--- src/rtl/ascon_pack.sv ---
// rtl/ascon_pack.sv - shared ASCON state type, inverse S-box table and FSM enum
package ascon_pack;

    // Row r of the state is s[r]; s[r][i] is bit i of that 64-bit row.
    typedef logic [4:0][63:0] type_state;

    localparam logic [0:31][4:0] INV_SBOX_TABLE = {
        5'h14, 5'h1A, 5'h07, 5'h0D, 5'h00, 5'h09, 5'h0E, 5'h12,
        5'h0A, 5'h06, 5'h1D, 5'h01, 5'h19, 5'h15, 5'h13, 5'h1E,
        5'h18, 5'h16, 5'h0B, 5'h11, 5'h03, 5'h05, 5'h1C, 5'h1F,
        5'h17, 5'h1B, 5'h04, 5'h08, 5'h0F, 5'h0C, 5'h10, 5'h02
    };

    typedef enum logic [1:0] {
        IDLE = 2'd0,
        RUN  = 2'd1,
        DONE = 2'd2
    } type_inv_sub_fsm;

endpackage

--- src/rtl/inv_sbox.sv ---
// rtl/inv_sbox.sv - combinational 5-bit ASCON inverse S-box lookup
module inv_sbox
    import ascon_pack::*;
(
    input  logic [4:0] inv_sbox_i,
    output logic [4:0] inv_sbox_o
);

    assign inv_sbox_o = INV_SBOX_TABLE[inv_sbox_i];

endmodule

--- src/rtl/inv_substitution_layer_seq.sv ---
// rtl/inv_substitution_layer_seq.sv - iterative inverse ASCON substitution layer
module inv_substitution_layer_seq
    import ascon_pack::*;
#(
    parameter int SBOX_PER_CYCLE = 8
) (
    input  logic      clock_i,
    input  logic      reset_i,
    input  logic      start_i,
    input  type_state state_i,
    output type_state state_o,
    output logic      busy_o,
    output logic      done_o
);

    localparam int NB_STEPS = 64 / SBOX_PER_CYCLE;
    localparam int CNT_W    = (NB_STEPS > 1) ? $clog2(NB_STEPS) : 1;
    localparam logic [CNT_W-1:0] LAST_STEP = CNT_W'(NB_STEPS - 1);

    if (SBOX_PER_CYCLE < 1 || SBOX_PER_CYCLE > 64 || (64 % SBOX_PER_CYCLE) != 0) begin : g_bad_param
        $error("SBOX_PER_CYCLE must be one of 1, 2, 4, 8, 16, 32, 64");
    end

    type_inv_sub_fsm fsm_q, fsm_d;
    logic [CNT_W-1:0] cnt;
    type_state        work;
    logic             capture;

    logic [5:0] col_idx [SBOX_PER_CYCLE];
    logic [4:0] sb_in   [SBOX_PER_CYCLE];
    logic [4:0] sb_out  [SBOX_PER_CYCLE];

    // A start while RUN is in flight is deliberately dropped.
    assign capture = start_i && (fsm_q != RUN);

    always_ff @(posedge clock_i) begin
        if (reset_i) begin
            fsm_q <= IDLE;
        end else begin
            fsm_q <= fsm_d;
        end
    end

    always_comb begin
        fsm_d = fsm_q;
        case (fsm_q)
            IDLE:    if (start_i) fsm_d = RUN;
            RUN:     if (cnt == LAST_STEP) fsm_d = DONE;
            DONE:    if (start_i) fsm_d = RUN;
            default: fsm_d = IDLE;
        endcase
    end

    always_comb begin
        busy_o = (fsm_q == RUN);
        done_o = (fsm_q == DONE);
    end

    for (genvar j = 0; j < SBOX_PER_CYCLE; j++) begin : g_sbox
        assign col_idx[j] = 6'(int'(cnt) * SBOX_PER_CYCLE + j);
        assign sb_in[j]   = {work[0][col_idx[j]], work[1][col_idx[j]], work[2][col_idx[j]],
                             work[3][col_idx[j]], work[4][col_idx[j]]};

        inv_sbox u_inv_sbox (
            .inv_sbox_i (sb_in[j]),
            .inv_sbox_o (sb_out[j])
        );
    end

    // Columns are rewritten in place; the counter parks on the last step.
    always_ff @(posedge clock_i) begin
        if (reset_i) begin
            cnt  <= '0;
            work <= '0;
        end else if (capture) begin
            cnt  <= '0;
            work <= state_i;
        end else if (fsm_q == RUN) begin
            for (int j = 0; j < SBOX_PER_CYCLE; j++) begin
                for (int r = 0; r < 5; r++) begin
                    work[r][col_idx[j]] <= sb_out[j][4-r];
                end
            end
            if (cnt != LAST_STEP) begin
                cnt <= cnt + 1'b1;
            end
        end
    end

    assign state_o = work;

endmodule

--- config.mk ---
export PLATFORM = sky130hd
export DESIGN_NAME = inv_substitution_layer_seq
export DESIGN_NICKNAME = d
export VERILOG_FILES = /design/src/rtl/ascon_pack.sv /design/src/rtl/inv_sbox.sv /design/src/rtl/inv_substitution_layer_seq.sv
export SDC_FILE = /design/constraint.sdc
export NUM_CORES = 1
export LEC_CHECK = 0
export BUFFER_PORTS_ARGS = -buffer_cell sky130_fd_sc_hd__buf_2
export CAP_MARGIN = 20
export CORE_AREA = 2 2 252 254
export CTS_CLUSTER_SIZE = 8
export DETAILED_ROUTE_END_ITERATION = 8
export DIE_AREA = 0 0 254 256
export PLACE_DENSITY = 0.54
export SLEW_MARGIN = 25
export SYNTH_ARGS = -nofsm -noshare
export SYNTH_HDL_FRONTEND = slang
export SYNTH_HIERARCHICAL = 1
export SYNTH_SLANG_ARGS = --single-unit
--- constraint.sdc ---
create_clock -name clock_i -period 3.5 [get_ports clock_i]
set_input_delay 0.35 -clock clock_i [delete_from_list [all_inputs] [get_ports clock_i]]
set_output_delay 0.35 -clock clock_i [all_outputs]
set_load 0.02 [all_outputs]
==> metrics.txt, run 1 <==
status=complete, no violations; Total Power=0.0130 W; maximum VDD drop=0.000287 V; Logic pwr share=33.3%; Root Driver=clkbuf_16; Reg power frac=32.9%; pwr dens=535 nW/um^2; Hold Path End=state_o[119]; switching share of power=37.5%; Post-synth EDFFs=0; clk_skew=15.7 ps; top-count cell post-synth=nand2_1; initial core utilization=29.4%; antenna viol nets, final=0; Post-Synthesis Cells=2198; First-pass DRT Iterations=6; Core Area=62400 sq um; Bufs on Longest Clock Path=3; Final Critical Period=3370 ps; worst-path cell chain=buf_12 > buf_4 > mux4_2 > nand2_1 > nand2_1 > buf_4 > ha_1 > inv_1 > mux4_2 > nor2_1 > a21oi_1 > a22oi_1 > a21oi_1; Tcrit/Tclk final=96.3%; fin area=24400 sq um; Layout Utilization=39.1%; GR Overflow Total=0; Setup Crit Path Kind=flop to flop; crit path buf inv count=4; NumNets Final=3198; RR Startpoint=cnt[2]; die width=254 microns; Max Cap Viol=0; CP delay by family, top=compound AO/OA/AOI/OAI gates; Worst Hold Class=input port to flop; DR iter-0 viols=2150; Worst Max-Slew Pin Slew=951 ps; sequential share of the synthesized area=35.4%; TritonCTS clock tree=done; Worst slew margin=36.2%; GPL Wtd Cong=0.926; clk_lat worst skew=580 ps; Slowest-stage cell, CP=a21oi_1; CP max FO=21; Final setup viols=0; Sink Count=325; Static Leak=10.4 nW; overall routing resource usage=31.4%; Final Hold Fails=0; commonest cells in the netlist=404 x nand2_1, 350 x a21oi_1, 343 x a22oi_1; Critical Path Sink Type=flop; average cell area after synthesis=8.35 sq um; internal power=0.00815 W; CTS Buf Count=48; HP Start=state_i[119]; pin count of the biggest net entering global routing=136; required time worst endpoint=4010 ps; Max Clock Freq=297 MHz; CP max stage delay=690 ps; Total Wirelength=107000 microns; syn nets=2579; vias in the first global route=20700; sw power=0.00489 W; Yosys top cell by area=dfxtp_1; via density per instance=5.82; clock-pin slew on the worst setup and hold paths=50 ps; first-pass GRT wire length=149000 microns; Yosys cell types=57; I/O pins=645; Syn-to-layout area delta=32.9%; setup TNS=0 ps; Critical R2R Capture=state_o[136]; hold path cells=3; placed cell area=22900 sq um; die area=65000 sq um; Worst Hold Margin=57.4 ps; antenna violations before repair=7; share of cells above drive strength 1=34.2%; flops & latches, synth=325; Post-DP HPWL=78400 microns; Reg2Reg Depth=13; crit path launch type=flop; Synth area leaders=dfxtp_1 35%, a22oi_1 14%, a21oi_1 9.5%; total number of vias=21400; cell row count=92; WP data arrival=3880 ps; Reg2Reg Setup Slack=130 ps; yosys warns=6; post-synth top area share=35.4%; synthesized area=18400 sq um; DR WL/cell=29.2 microns; H-Tree Depth=2; Clock power frac=33.8%; ys flop type=dfxtp_1; Die Y=256 microns; fin. max-slew vios=0; FFs w/ async S/R, synth=0%; I/O Buffers=644; number of remaining DRC errors=0
## power groups by stage
stage               registers [W]  clock network (W)  logic, W
finish                    0.00429            0.00440   0.00434
global route              0.00431            0.00459   0.00459
CTS                       0.00429            0.00444   0.00426
detailed placement        0.00436                  0   0.00424
global placement          0.00436                  0   0.00421
floorplan                 0.00454                  0   0.00209
## layout make-up
type | count | area (sq um)
fill | 6508 | 38000
multi-input combinational | 1582 | 10500
sequential | 325 | 6520
timing repair buffer | 813 | 4790
clock buffer | 50 | 1230
tap | 846 | 1060
inverter | 47 | 180
clock inverter | 5 | 100
antenna | 6 | 15.0
## per-layer routing
metal | share of wire [%] | track usage, % | vias to the layer above
met3 | 9.6 | 7.14 | 283
met2 | 46 | 51.5 | 1375
li1 | - | - | 9288
met1 | 39 | 39.3 | 10400
met5 | 0.012 | 0 | -
met4 | 4.7 | 13.5 | 2
## worst register-to-register path: stages (launching register included)
cell	delay [ps]
dfxtp_4	370
buf_12	190
buf_4	340
mux4_2	400
nand2_1	90
nand2_1	170
buf_4	230
ha_1	190
inv_1	50
mux4_2	220
nor2_1	40
a21oi_1	690
a22oi_1	170
a21oi_1	170
## cell usage in the layout, fill, tap and decap left out, types with 15 or more instances in the layout
master	count
a21oi_1	345
a221oi_1	41
a22oi_1	343
buf_12	22
buf_2	643
buf_4	144
clkbuf_16	49
dfxtp_1	322
ha_1	58
inv_1	42
mux2_2	26
mux2i_1	30
mux4_2	29
nand2_1	404
nand2b_1	15
nor2_1	21
o211ai_1	17
o21ai_0	48
o21ai_1	26
xnor2_1	18
## logic make-up (layout without fill, tap and decap cells)
family	Yosys count	in the layout	share of synthesized area [%]
simple gates	498	498	11.3
flops	325	325	35.4
buf+inv	291	915	7.93
fa+ha+maj	58	58	3.95
xor+xnor	32	32	1.53
other cells	0	6	0
mux	90	90	7.50
compound gates	904	904	32.3
## per-stage QoR
step | setup slack, ps | instances
floorplan | 74.3 | 2198
global placement | -3.45 | 3605
detailed placement | -54.4 | 3605
CTS | 24.2 | 3660
global route | -7.54 | 3672
finish | 129 | 3674
## how the worst max path moves through the flow
stage | from | to | slack (ps) | cells past startpoint
2_1_floorplan | cnt[1] | state_o[155] | 70 | 13
3_3_place_gp | cnt[1] | state_o[226] | -3 | 13
3_5_place_dp | cnt[1] | state_o[242] | -50 | 13
4_1_cts | cnt[2] | state_o[84] | 20 | 13
5_1_grt | cnt[0] | state_o[285] | -8 | 13
6_report | cnt[2] | state_o[136] | 130 | 13
## registers in the layout (all words and copies together) (netlist names)
| register | count |
|---|---|
| cnt | 3 |
| state_o | 320 |
| fsm_q | 2 |
## repair_timing
item	in CTS	in global routing
hold buffers	0	0
setup endpoints to repair	10	59
gates resized for setup	1	13
endpoints found under the hold margin	0	0
pin swaps	0	0
setup buffers	0	8
Power figures use the tool's default switching activity.
==> run 2, diff against run 1 <==
Settings changed: PLACE_DENSITY 0.54 to 0.52.
Clock period 3.5 ns to 3.82 ns, I/O delays scaled along.
==> run 2 against run 1 <==
First-iteration DRC count is 13% higher. Wire length rose by 0.41%. Setup slack worse by 3.7 ps. Clock skew is 27 ps higher. Cell count shrank 0.95%. Via count is essentially flat. Hold slack improved by 13 ps. Critical path type unchanged. Largest cell class unchanged. Largest power group unchanged.
==> metrics.txt, run 2 (same netlist as run 1, synthesis figures left out) <==
Reg power frac=33.4% (+0.5 points); CP delay by family, top=multiplexers; met3 wire length=9350 microns (-9.1%); Final Hold Fails=0 (unchanged); Total Wirelength=108000 microns (+0.41%); fin. max-slew vios=0 (unchanged); Root Driver=clkbuf_16; TritonCTS clock tree=done; overall routing resource usage=31.3% (-0.077 points); Final setup viols=0 (unchanged); required time worst endpoint=4250 ps (+240 ps); die width=254 microns (unchanged); maximum VDD drop=0.000275 V (-4.3%); M1 WL=43100 microns (+1.8%); pwr dens=491 nW/um^2 (-8.2%); Bufs on Longest Clock Path=3 (unchanged); clock-pin slew on the worst setup and hold paths=60 ps (about the same); switching share of power=38.3% (+0.79 points); worst-path cell chain=buf_4 > mux4_2 > mux2_2 > inv_1 > ha_1 > mux4_2 > nor2_1 > a21oi_1 > buf_4 > a22oi_1 > a21oi_1; GR Overflow Total=0 (unchanged); Max Clock Freq=271 MHz (-8.8%); First-pass DRT Iterations=8 (+2); GPL Wtd Cong=0.897 (-3.1%); met2 WL=50200 microns (+0.95%); Syn-to-layout area delta=31.1%; Setup Crit Path Kind=flop to flop; Sink Count=325 (unchanged); DR iter-0 viols=2420 (+13%); sw power=0.00452 W (-7.6%); initial core utilization=29.4% (unchanged); total number of vias=21400 (-0.042%); Filler cells=6536 (+0.43%); setup TNS=0 ps (unchanged); DR WL/cell=29.6 microns (+1.4%); Layout Utilization=38.6% (-0.54 points); Core Area=62400 sq um (unchanged); Static Leak=10.2 nW (-1.8%); Largest register FFs=320 (unchanged); CP max FO=11 (-48%); status=complete, no violations; H-Tree Depth=2 (unchanged); Worst slew margin=25.5% (-11 points); internal power=0.00728 W (-11%); number of remaining DRC errors=0 (unchanged); pin count of the biggest net entering global routing=162 (+19%); cell row count=92 (unchanged); WP data arrival=4130 ps (+250 ps); crit path launch type=flop; vias in the first global route=20300 (-2.0%); NumNets Final=3157 (-1.3%); share of cells above drive strength 1=33.3% (-0.92 points); first-pass GRT wire length=148000 microns (-0.39%); die area=65000 sq um (unchanged); Clock power frac=33.6% (-0.2 points); crit path buf inv count=3 (-1); antenna violations before repair=11 (+4); most frequent cells in the layout=643 x buf_2, 404 x nand2_1, 348 x a21oi_1; Logic pwr share=33.0% (-0.3 points); Critical Path Sink Type=flop; via density per instance=5.88 (+0.92%); Tcrit/Tclk final=96.7% (+0.41 points); CP max stage delay=590 ps (-100 ps); Final Critical Period=3690 ps (+324 ps); clk_skew=42.3 ps (+26.6 ps); Max Used Layer=met5; Slowest-stage cell, CP=mux4_2; Die Y=256 microns (unchanged); clk_lat worst skew=600 ps (+20 ps); I/O pins=645 (unchanged); Worst Max-Slew Pin Slew=1110 ps (+159 ps); commonest non-fill, non-tap cell in the layout=buf_2; I/O Buffers=644 (unchanged); Worst Hold Class=input port to flop; antenna viol nets, final=0 (unchanged); RSZ-0062 raised after global routing=no; Max Cap Viol=0 (unchanged); CTS Buf Count=48 (unchanged); Hold Buf Count CTS=0 (unchanged); Post-DP HPWL=77900 microns (-0.62%)
-- run 2: cell types whose count changed in the layout (fill, tap and decap cells not counted), sizes merged --
cell / previous run / this run
clkbuf: 50 / 55
buf: 813 / 772
bufinv: 3 / 1
diode: 6 / 7
clkinvlp: 1 / 0
inv: 46 / 49
-- run 2: routing by layer --
layer	up-vias	GRT usage [%]
li1	9219	-
met1	10500	39.4
met2	1411	51.3
met3	277	6.25
met4	6	14.6
met5	-	0
-- run 2: timing repair --
action	in CTS	in global routing
gates cloned	0	0
endpoints found under the setup margin	1	41
setup buffers	0	0
resized for setup	1	7
-- run 2: path summary, 6_finish.rpt --
kind                            slack [ps]            to          from  depth (start not counted)
worst max-delay path                   130  state_o[149]        cnt[0]                         11
worst min-delay path                    70  state_o[101]  state_i[101]                          3
worst max register to register         130  state_o[149]        cnt[0]                         11
worst min register to register         470  state_o[217]  state_o[217]                          2
-- run 2: worst reg2reg max path, stage by stage, from the launching register on --
cell,delay [ps]
dfxtp_4,430
buf_4,310
mux4_2,600
mux2_2,430
inv_1,270
ha_1,320
mux4_2,470
nor2_1,100
a21oi_1,110
buf_4,220
a22oi_1,180
a21oi_1,90
-- run 2: through the flow --
step | instance area (sq um) | std cells | setup slack, ps | hold slack (ps) | power (W)
final | 24100 | 3639 | 126 | 70.4 | 0.0118
after floorplan | 18400 | 2198 | 394 | 541 | 0.00608
after CTS | 24000 | 3632 | 26.3 | 52.8 | 0.0117
after global routing | 24100 | 3638 | 30.4 | 77.8 | 0.0122
after detailed placement | 22700 | 3572 | 42.2 | 461 | 0.00778
after global placement | 22600 | 3571 | -90.0 | 452 | 0.00773
-- run 2: power by group through the flow --
| stage | clock network, W | registers [W] | logic (W) |
|---|---|---|---|
| 2_1_floorplan | 0 | 0.00416 | 0.00192 |
| 3_3_place_gp | 0 | 0.00400 | 0.00373 |
| 3_5_place_dp | 0 | 0.00400 | 0.00378 |
| 4_1_cts | 0.00401 | 0.00393 | 0.00380 |
| 5_1_grt | 0.00415 | 0.00395 | 0.00409 |
| 6_report | 0.00397 | 0.00394 | 0.00389 |
-- run 2: area by class of cell --
| type | count | area [sq um] | share of cell area (%) |
|---|---|---|---|
| multi-input combinational | 1582 | 10500 | 43.7 |
| sequential | 325 | 6520 | 27.1 |
| timing repair buffer | 772 | 4460 | 18.5 |
| clock buffer | 55 | 1260 | 5.23 |
| tap | 846 | 1060 | 4.40 |
| inverter | 47 | 176 | 0.733 |
| clock inverter | 5 | 61.3 | 0.255 |
| antenna | 7 | 17.5 | 0.0728 |
